$ cat config.mk
export PLATFORM = sky130hd
export DESIGN_NAME = msdap_serial_rx
export DESIGN_NICKNAME = d
export VERILOG_FILES = /design/src/rtl/msdap_serial_rx.sv
export SDC_FILE = /design/constraint.sdc
export NUM_CORES = 1
export LEC_CHECK = 0
export CAP_MARGIN = 20
export CORE_ASPECT_RATIO = 1.4
export CORE_MARGIN = 10
export CORE_UTILIZATION = 60
export CTS_CLUSTER_DIAMETER = 60
export DETAILED_ROUTE_END_ITERATION = 8
export DONT_BUFFER_PORTS = 1
export GPL_ROUTABILITY_DRIVEN = 0
export PLACE_DENSITY_LB_ADDON = 0.25
export REMOVE_ABC_BUFFERS = 1
export SLEW_MARGIN = 0
export SYNTH_ARGS = -nofsm -noshare
export SYNTH_HDL_FRONTEND = slang
export SYNTH_SLANG_ARGS = --single-unit
$ cat constraint.sdc
create_clock -name sClk -period 3.15 [get_ports sClk]
set_input_delay 0.945 -clock sClk [delete_from_list [all_inputs] [get_ports sClk]]
set_output_delay 0.945 -clock sClk [all_outputs]
set_load 0.02 [all_outputs]
$ cat src/rtl/msdap_serial_rx.sv
// msdap_serial_rx
// Bit-serial receive front end of the MSDAP core. It oversamples the host's
// dClk/frame/inData on sClk and assembles MSB-first 16-bit words. Each word is
// tagged as Rj, coefficient or data according to the load order. A long run of
// zero data words raises a sleep indication.
//
// Output handshake: word_valid is a one-cycle strobe with no back-pressure.
// While it is high, word, word_type and word_index describe one received word.
// The consumer must take the word in that cycle. word holds its value until the
// next strobe. inReady is high whenever the block has left IDLE and is
// sampling serial bits.
module msdap_serial_rx #(
  parameter int RJ_N     = 16,
  parameter int COEFF_N  = 159,
  parameter int ZERO_RUN = 800,
  parameter int IDX_W    = 9
) (
  input  logic             sClk,
  input  logic             reset,
  input  logic             start,
  input  logic             dClk,
  input  logic             frame,
  input  logic             inData,
  output logic             inReady,
  output logic [15:0]      word,
  output logic             word_valid,
  output logic [1:0]       word_type,
  output logic [IDX_W-1:0] word_index,
  output logic             sleep,
  output logic             frame_err
);

  // Load-phase FSM encoding
  localparam logic [1:0] IDLE  = 2'd0;
  localparam logic [1:0] RJ    = 2'd1;
  localparam logic [1:0] COEFF = 2'd2;
  localparam logic [1:0] DATA  = 2'd3;

  localparam int ZW = $clog2(ZERO_RUN + 1);
  localparam logic [IDX_W-1:0] RJ_LAST    = IDX_W'(RJ_N - 1);
  localparam logic [IDX_W-1:0] COEFF_LAST = IDX_W'(COEFF_N - 1);
  localparam logic [ZW-1:0]    ZERO_MAX   = ZW'(ZERO_RUN);
  localparam logic [ZW-1:0]    ZERO_PRE   = ZW'(ZERO_RUN - 1);

  logic [1:0]       state;
  logic [3:0]       bitCnt;
  logic [15:0]      shiftReg;
  logic [IDX_W-1:0] classIdx;
  logic [ZW-1:0]    zeroCnt;

  logic dClkS1, dClkS2, dClkHist;
  logic frameS1, frameS2;
  logic dataS1, dataS2;

  logic        sampleEvt;
  logic [15:0] nextWord;
  logic [1:0]  curType;

  // Two-flop synchronizers plus a history flop to detect the dClk fall
  always_ff @(posedge sClk) begin
    if (reset) begin
      dClkS1   <= 1'b0;
      dClkS2   <= 1'b0;
      dClkHist <= 1'b0;
      frameS1  <= 1'b0;
      frameS2  <= 1'b0;
      dataS1   <= 1'b0;
      dataS2   <= 1'b0;
    end else begin
      dClkS1   <= dClk;
      dClkS2   <= dClkS1;
      dClkHist <= dClkS2;
      frameS1  <= frame;
      frameS2  <= frameS1;
      dataS1   <= inData;
      dataS2   <= dataS1;
    end
  end

  // Sample event, the word completed by the current bit, and the class tag
  always_comb begin
    sampleEvt = dClkHist & ~dClkS2;
    nextWord  = {shiftReg[14:0], dataS2};
    curType   = 2'd0;
    case (state)
      COEFF:   curType = 2'd1;
      DATA:    curType = 2'd2;
      default: curType = 2'd0;
    endcase
  end

  assign inReady = (state != IDLE);

  // Load FSM, bit assembly, class indexing and zero-run sleep tracking
  always_ff @(posedge sClk) begin
    if (reset) begin
      state      <= IDLE;
      bitCnt     <= 4'd0;
      shiftReg   <= 16'd0;
      classIdx   <= '0;
      zeroCnt    <= '0;
      word       <= 16'd0;
      word_valid <= 1'b0;
      word_type  <= 2'd0;
      word_index <= '0;
      sleep      <= 1'b0;
      frame_err  <= 1'b0;
    end else begin
      word_valid <= 1'b0;
      frame_err  <= 1'b0;
      if (state == IDLE) begin
        if (start) state <= RJ;
      end else if (sampleEvt) begin
        if (frameS2) begin
          // A frame always starts a new word; a partial word in flight is dropped
          if (bitCnt != 4'd0) frame_err <= 1'b1;
          shiftReg <= {15'd0, dataS2};
          bitCnt   <= 4'd1;
        end else if (bitCnt != 4'd0) begin
          shiftReg <= nextWord;
          if (bitCnt == 4'd15) begin
            bitCnt     <= 4'd0;
            word       <= nextWord;
            word_valid <= 1'b1;
            word_type  <= curType;
            word_index <= classIdx;
            case (state)
              RJ: begin
                if (classIdx == RJ_LAST) begin
                  state    <= COEFF;
                  classIdx <= '0;
                end else begin
                  classIdx <= classIdx + IDX_W'(1);
                end
              end
              COEFF: begin
                if (classIdx == COEFF_LAST) begin
                  state    <= DATA;
                  classIdx <= '0;
                end else begin
                  classIdx <= classIdx + IDX_W'(1);
                end
              end
              default: begin
                classIdx <= classIdx + IDX_W'(1);
                if (nextWord == 16'd0) begin
                  if (zeroCnt != ZERO_MAX) zeroCnt <= zeroCnt + ZW'(1);
                  sleep <= (zeroCnt >= ZERO_PRE);
                end else begin
                  zeroCnt <= '0;
                  sleep   <= 1'b0;
                end
              end
            endcase
          end else begin
            bitCnt <= bitCnt + 4'd1;
          end
        end
      end
    end
  end

endmodule
### Word level (Yosys, flattened, before mapping)

Index checks and enable logic that the tools add are counted.

| word-level totals | value |
|---|---|
| flip-flop bits (word level) | 77 |
| input port bits | 6 |
| word-level logic and storage cells | 81 |

| cells by class | value |
|---|---|
| $add $sub $neg | 3 |
| $lt $le $gt $ge | 1 |
| equal/unequal tests | 12 |
| muxes and demuxes | 23 |
| bitwise logic cells | 7 |
| reductions and logical operators | 17 |

Operator list:

| cell | count |
|---|---|
| 15-bit two-way mux | 2 |
| 10-bit two-way mux | 2 |
| 9-bit two-way mux | 2 |
| 9-bit case mux with 2 select lines | 1 |
| 16-bit logical NOT | 1 |
| 2-bit two-way mux | 8 |
| 4-bit two-way mux | 3 |
| 10-bit by 1-bit adder with 10-bit output, second input constant | 1 |
| 10-bit >= comparator, second input constant | 1 |
| 10-bit inequality test, second input constant | 1 |
| 2-bit nonzero test | 5 |
| 9-bit by 1-bit adder with 9-bit output, second input constant | 1 |
| 9-bit by 4-bit equality test with 1-bit output, second input constant | 1 |
| 9-bit by 8-bit equality test with 1-bit output, second input constant | 1 |
| 2-bit case mux with 2 select lines | 2 |
| 8-bit AND reduction | 1 |
| 7-bit AND reduction | 1 |
| 3-bit inequality test, second input constant | 2 |
| 1-bit inverter | 6 |
| 6-bit AND reduction | 1 |
| 5-bit AND reduction | 1 |
| 5-bit OR reduction | 1 |
| 4-bit by 1-bit adder with 4-bit output, second input constant | 1 |
| 2-bit equality test, second input constant | 2 |
| other kinds (12) | 15 |

### Logic depth before layout (Yosys ltp)

Gate-level depths: netlist of the first run.

| depth | value |
|---|---|
| word-level depth | 8 |
| depth in mapped cells | 9 |
| gate-level depth less buffers | 7 |

### Worst setup path before layout of the first run

OpenSTA, ideal clock, no wires.

| timing path | value |
|---|---|
| path type | reg2reg |
| start | register state[0] |
| end | register zeroCnt[7] |
| setup time | 70 ps |
| arrival time | 2134 ps |
| path slack | 947 ps |
| cell stages (with the launch flop) | 8 |
| clock period less this slack | 2203 ps |
| cells stage by stage | dfxtp_1 > inv_1 > ha_1 > nor4b_4 > nor3b_4 > o21ai_4 > or4_2 > a21oi_1 |

| on the way | value |
|---|---|
| cells in the longest elaborated chain, start to end | 4 |
| elaborated cells on any way between the ends | 7 |
| those cells by class | eq/ne: 2; bitwise: 2; reduce/logical: 3 |

Ends and longest elaborated chain:

| what | RTL line | RTL |
|---|---|---|
| start: declaration | 45 | `logic [1:0] state;` |
| start signal: assignment | 97 | `state <= IDLE;` |
| start signal: assignment | 112 | `if (start) state <= RJ;` |
| start signal: assignment | 130 | `state <= COEFF;` |
| 2-bit equality test or 2-bit by 1-bit equality test with 1-bit output (tied branches) | 127 | `case (state)` |
| 2-bit OR reduction (no source line) | - |  |
| 1-bit inverter (no source line) | - |  |
| 7-bit AND reduction (no source line) * | - |  |
| end signal: assignment | 147 | `if (zeroCnt != ZERO_MAX) zeroCnt <= zeroCnt + ZW'(1);` |
| end: declaration | 49 | `logic [ZW-1:0] zeroCnt;` |

Every way passes the cells marked *; elsewhere a longest branch is shown, timed or not.
A chain may end at the register's enable or synchronous reset.

### Final worst setup path of the first run

| timing path | value |
|---|---|
| start | register state[0] |
| end | register zeroCnt[5] |

The elaborated chain is that of the path after synthesis.

==> results of run 1 <==
routing by layer:
layer / up-vias / GRT usage
met5: - / 0
li1: 1244 / -
met2: 51 / 0.258
met1: 1151 / 0.161
met4: 0 / 0.0881
met3: 18 / 0.0578
cell families after synthesis:
group                      share of synthesized area
and+or+nand+nor                                0.258
muxes                                        0.00317
AOI/OAI and AO/OA                              0.146
DFF                                            0.488
buffers and inverters                         0.0384
xor gates and xnor gates                      0.0222
adders and majority gates                     0.0436
layout make-up:
cell class / instances / share of cell area
clock buffer: 13 / 0.0469
clock inverter: 3 / 0.0129
inverter: 8 / 0.00886
multi-input combinational: 256 / 0.441
sequential: 77 / 0.455
tap: 66 / 0.0244
timing repair buffer: 5 / 0.0111
sequential cells by signal (all words and copies together), names as in the netlist:
name        count
frameS2         1
dClkHist        1
frame_err       1
bitCnt          4
zeroCnt        10
dClkS2          1
word_type       2
word           16
word_valid      1
word_index      9
dataS1          1
frameS1         1
sleep           1
classIdx        9
dClkS1          1
dataS2          1
shiftReg       15
state           2
final timing paths:
kind            start         end  slack (ns)
max reg2reg  state[0]  zeroCnt[5]        0.66
min reg2reg   frameS1     frameS2        0.44
min           frameS1     frameS2        0.44
max          state[0]  zeroCnt[5]        0.66
placed cells by master (no fill, tap or decap), types with 6 or more instances in the layout:
master,netlist,layout
clkbuf_8,0,11
nor2_1,29,29
inv_1,8,8
nor2b_1,8,8
nor4_1,6,6
nand4_1,10,10
a22oi_1,16,16
dfxtp_1,77,77
nand2_1,67,67
ha_1,11,11
a21oi_1,39,39
nor3_1,6,6
xor2_1,8,8
power by group through the flow:
stage | sequential [mW] | combinational (mW) | clock, mW
after floorplan | 1.00 | 0.0249 | 0
after global placement | 1.01 | 0.0300 | 0
after detailed placement | 1.01 | 0.0306 | 0
after CTS | 0.983 | 0.0307 | 0.769
after global routing | 0.984 | 0.0336 | 0.805
final | 0.983 | 0.0304 | 0.753
==> impl_metrics.tcl, run 1 <==
set metrics [dict create \
    hold_viol 0 \
    worstMarginPinSlew_ns 0.811 \
    path_class "reg -> reg" \
    drv_cap 0 \
    ios 37 \
    clk_pin_slew_ns 0.08 \
    hold_path_class "reg -> reg" \
    setup_violations 0 \
    clockBufferDepth 2 \
    fmax_mhz 401 \
    multi_input_area_sq_um 1500 \
    critical_path_peak_fanout 17 \
    endpoint_kind "flip-flop" \
    postCtsHoldBufs 0 \
    p_sw_mw 0.367 \
    post_dp_cell_area_sq_um 3190 \
    finalSetupTns_ns 0 \
    p_per_area_nw_per_um2 521 \
    status "completed" \
    min_path_cells 1 \
    ys.warnings.count 0 \
    wl_met1_mm 2.61 \
    p_sw_frac 0.208 \
    ff_latch_area_sq_um 1540 \
    yosysMostFrequentCell "dfxtp_1" \
    pre_cts_ws_ns 0.710 \
    drcViolationCount 0 \
    io_buffers 0 \
    wl_met3_um 414 \
    finalNonFillerCells 428 \
    dp.cells 412 \
    synth-edff-count 0 \
    cts_resized 0 \
    yosysTopAreaCellShare 0.488 \
    post-cts-setup-buffers 0 \
    fin_crit_ns 2.49 \
    drt-total-wl_mm 6.47 \
    crit_cells 7 \
    p_total_mw 1.77 \
    synthTopCellsByCount "dfxtp_1, nand2_1, a21oi_1, nor2_1, a22oi_1" \
    setup_ws_ns 0.657 \
    hpwl_mm 4.32 \
    drtAntennaViolNets 0 \
    dr.pass1.iters 6 \
    whs_ns 0.437 \
    synthTopCellsByArea "dfxtp_1, nand2_1, a21oi_1" \
    fp.coreArea_sq_um 5160 \
    critPathBufInv 1 \
    synth.distinct_cells 43 \
    drive_gt1_frac 0.0884 \
    htree_levels 3 \
    wire_per_inst_um 15.1 \
    maxSlewViolCount 0 \
    avgViaCountPerCell 5.76 \
    drtIter0Drc 104 \
    cp_cell_sequence "inv_1 -> ha_1 -> nor4b_4 -> nor3b_4 -> o21ai_4 -> or4_2 -> a21oi_1" \
    cp_data_arrival_time_ns 2.77 \
    nNetsFinal 374 \
    placementRows 31 \
    fin_util 0.657 \
    ys.flop_type "dfxtp_1" \
    critical_path.top_delay_family "simple AND/OR/NAND/NOR gates" \
    tritoncts "done" \
    ys_ff_latch 77 \
    wl_met2_mm 3.30 \
    p_clk_frac 0.426 \
    grt_pass1_vias 2417 \
    syn_area_sq_um 3160 \
    overflow 0 \
    vias 2464 \
    syn_inst 360 \
    die_area_sq_um 8610 \
    finalCritPeriodShare 0.791 \
    internal-power_mw 1.40 \
    grt_pass1_wl_mm 10.8 \
    required_ns 3.43 \
    final_cell_area_sq_um 3390 \
    p_seq_frac 0.557 \
    ir_drop_mv 0.345 \
    rsz0062_at_grt "no" \
    max-slew-margin-rel 0.459 \
    fillers 463 \
    die_y_um 106 \
    clock_sink_count 77 \
    initial_core_util 0.612 \
    reg2reg_depth 7 \
    yosysSeqAreaShare 0.488 \
    diodes 0 \
    cp-start-kind "flip-flop" \
    grt.total_usage 0.155 \
    cts_root_buf "clkbuf_8" \
    antenna_found_initial 0 \
    fp.dieW_um 81.3 \
    yosys.area.top_type "dfxtp_1" \
    avgSynthCellArea_sq_um 8.77 \
    highest_layer "met4" \
    clk_latency_ns 0.35 \
    p_comb_frac 0.017 \
    power.leakage_nw 1.18 \
    fin_skew_ns 0.00895 \
    cts_buffers 9 \
    syn_to_final_growth_pct 7.33 \
    async_flop_share 0 \
    grt_max_degree 67 \
    critical_path.max_stage_delay_ns 0.56 \
    cpMaxStageDelayCell "or4_2" \
]
Note: power is estimated with default switching activity, not from simulation.
==> run 2, diff against run 1 <==
--- a/config.mk
+++ b/config.mk
@@ -8,7 +8,7 @@
 export CAP_MARGIN = 20
 export CORE_ASPECT_RATIO = 1.4
 export CORE_MARGIN = 10
-export CORE_UTILIZATION = 60
+export CORE_UTILIZATION = 56
 export CTS_CLUSTER_DIAMETER = 60
 export DETAILED_ROUTE_END_ITERATION = 8
 export DONT_BUFFER_PORTS = 1
==> constraint.sdc (replaced) <==
create_clock -name sClk -period 2.2 [get_ports sClk]
set_input_delay 0.66 -clock sClk [delete_from_list [all_inputs] [get_ports sClk]]
set_output_delay 0.66 -clock sClk [all_outputs]
set_load 0.02 [all_outputs]
==> run 2 against run 1 <==
Count of clock-buffer cells in the layout decreased by 2. Highest routed layer unchanged. Clock skew down 0.0026 ns. Core utilization shrank 1.3 points. Power rose by 42%.
==> impl_metrics.tcl, run 2 (synthesis gave the netlist of run 1 again) <==
set metrics [dict create \
    endpoint_kind "flip-flop" \
    drive_gt1_frac 0.142 \
    diodes 0 \
    overflow 0 \
    ios 37 \
    hpwl_mm 4.45 \
    ir_drop_mv 0.431 \
    p_per_area_nw_per_um2 711 \
    initial_core_util 0.576 \
    fin_crit_ns 2.07 \
    regMostFlops "word" \
    grt_pass1_vias 2440 \
    reg2reg_slack_ns 0.13 \
    grt_pass1_wl_mm 11.0 \
    cp-start-kind "flip-flop" \
    largest_reg_flops 16 \
    dr.pass1.iters 5 \
    nNetsFinal 392 \
    syn_to_final_growth_pct 11.9 \
    top_regs "word: 16 flops, shiftReg: 15 flops, zeroCnt: 10 flops" \
    fmax_mhz 483 \
    maxSlewViolCount 0 \
    post_dp_cell_area_sq_um 3260 \
    required_ns 2.48 \
    vias 2565 \
    min_from "reset" \
    finalCritPeriodShare 0.942 \
    cts_buffers 9 \
    worstMarginPinSlew_ns 0.487 \
    io_buffers 0 \
    max-slew-margin-rel 0.676 \
    r2r_start "state[1]" \
    drv_cap 0 \
    hold_viol 0 \
    power.leakage_nw 1.27 \
    fp.coreArea_sq_um 5490 \
    fp.dieW_um 83.5 \
    grt_max_degree 67 \
    final_cell_mix "dfxtp_1, nand2_1, a21oi_1, nor2_1, buf_4" \
    die_y_um 109 \
    clk_latency_ns 0.34 \
    clock_sink_count 77 \
    grt.total_usage 0.143 \
    clockBufferDepth 2 \
    drtIter0Drc 158 \
    hold_path_class "in -> reg" \
    drt-total-wl_mm 6.58 \
    clk_pin_slew_ns 0.07 \
    setup_violations 0 \
    cp_data_arrival_time_ns 2.35 \
    path_class "reg -> reg" \
    critical_path_peak_fanout 5 \
    antenna_found_initial 0 \
    reg2reg_depth 7 \
    placementRows 32 \
    cts_root_buf "clkbuf_8" \
    min_path_cells 1 \
    wire_per_inst_um 14.7 \
    status "completed" \
    fin_util 0.644 \
    min_to "word[14]" \
    fin_skew_ns 0.00638 \
    die_area_sq_um 9090 \
    htree_levels 3 \
    tritoncts "done" \
    drtAntennaViolNets 0 \
    r2r-end "zeroCnt[5]" \
    drcViolationCount 0 \
    avgViaCountPerCell 5.74 \
    final_common_cell "dfxtp_1" \
    final_cell_area_sq_um 3530 \
]
run 2: where the power goes:
part / switching, mW / internal, mW / total (mW)
Combinational: 0.0324 / 0.0241 / 0.0565
Clock: 0.475 / 0.575 / 1.05
Sequential: 0.00491 / 1.40 / 1.41
Total: 0.513 / 2.00 / 2.51
run 2: how the worst max path moves through the flow:
stage             start  cells after the start           to
2_1_floorplan  state[0]                      7  classIdx[7]
3_3_place_gp   state[0]                      7   zeroCnt[5]
3_5_place_dp   state[0]                      7   zeroCnt[5]
4_1_cts        state[0]                      7   zeroCnt[5]
5_1_grt        state[1]                      7   zeroCnt[5]
6_report       state[1]                      7   zeroCnt[5]
run 2: per-stage QoR:
step | instances | worst slack (ns) | hold slack, ns | setup TNS (ns) | total power [mW]
after global placement | 424 | 0.0988 | 0.420 | 0 | 1.49
after floorplan | 341 | -0.0693 | 0.414 | -0.576 | 1.47
after CTS | 440 | 0.000137 | 0.367 | 0 | 2.53
final | 447 | 0.128 | 0.374 | 0 | 2.51
after detailed placement | 424 | 0.0114 | 0.428 | 0 | 1.49
after global routing | 447 | -0.0137 | 0.360 | -0.0137 | 2.60
run 2: cell type report:
| cell class | instances | area [sq um] |
|---|---|---|
| clock inverters | 4 | 47.5 |
| flip-flops and latches | 77 | 1540 |
| fillers | 478 | 1950 |
| repair buffers | 21 | 158 |
| well taps | 68 | 85.1 |
| clock buffers | 11 | 151 |
| inverters | 8 | 30.0 |
| multi-input cells | 258 | 1520 |
run 2: repair_timing:
item                                    CTS  global route
endpoints found under the setup margin    2            17
cloned                                    0             2
setup buffers                             1             5
hold endpoints to repair                  0             0
pin swaps                                 0             2
gates resized for setup                   0             3
hold buffers                              0             0
run 2: worst max-delay path, cell delays in order, from the launching register on:
cell and delay [ns]:
dfxtp_1 0.33, inv_1 0.06, ha_2 0.20, nor4b_4 0.26
nor3b_4 0.33, o21ai_4 0.12, or4_2 0.56, a21oi_2 0.14
run 2: metal layers:
| metal | track usage | vias to the layer above | wire length (um) |
|---|---|---|---|
| met4 | 0.0635 | 0 | 128 |
| met2 | 0.250 | 52 | 3430 |
| met3 | 0.0463 | 12 | 416 |
| met1 | 0.155 | 1215 | 2610 |
| li1 | - | 1286 | - |
| met5 | 0 | - | 0 |
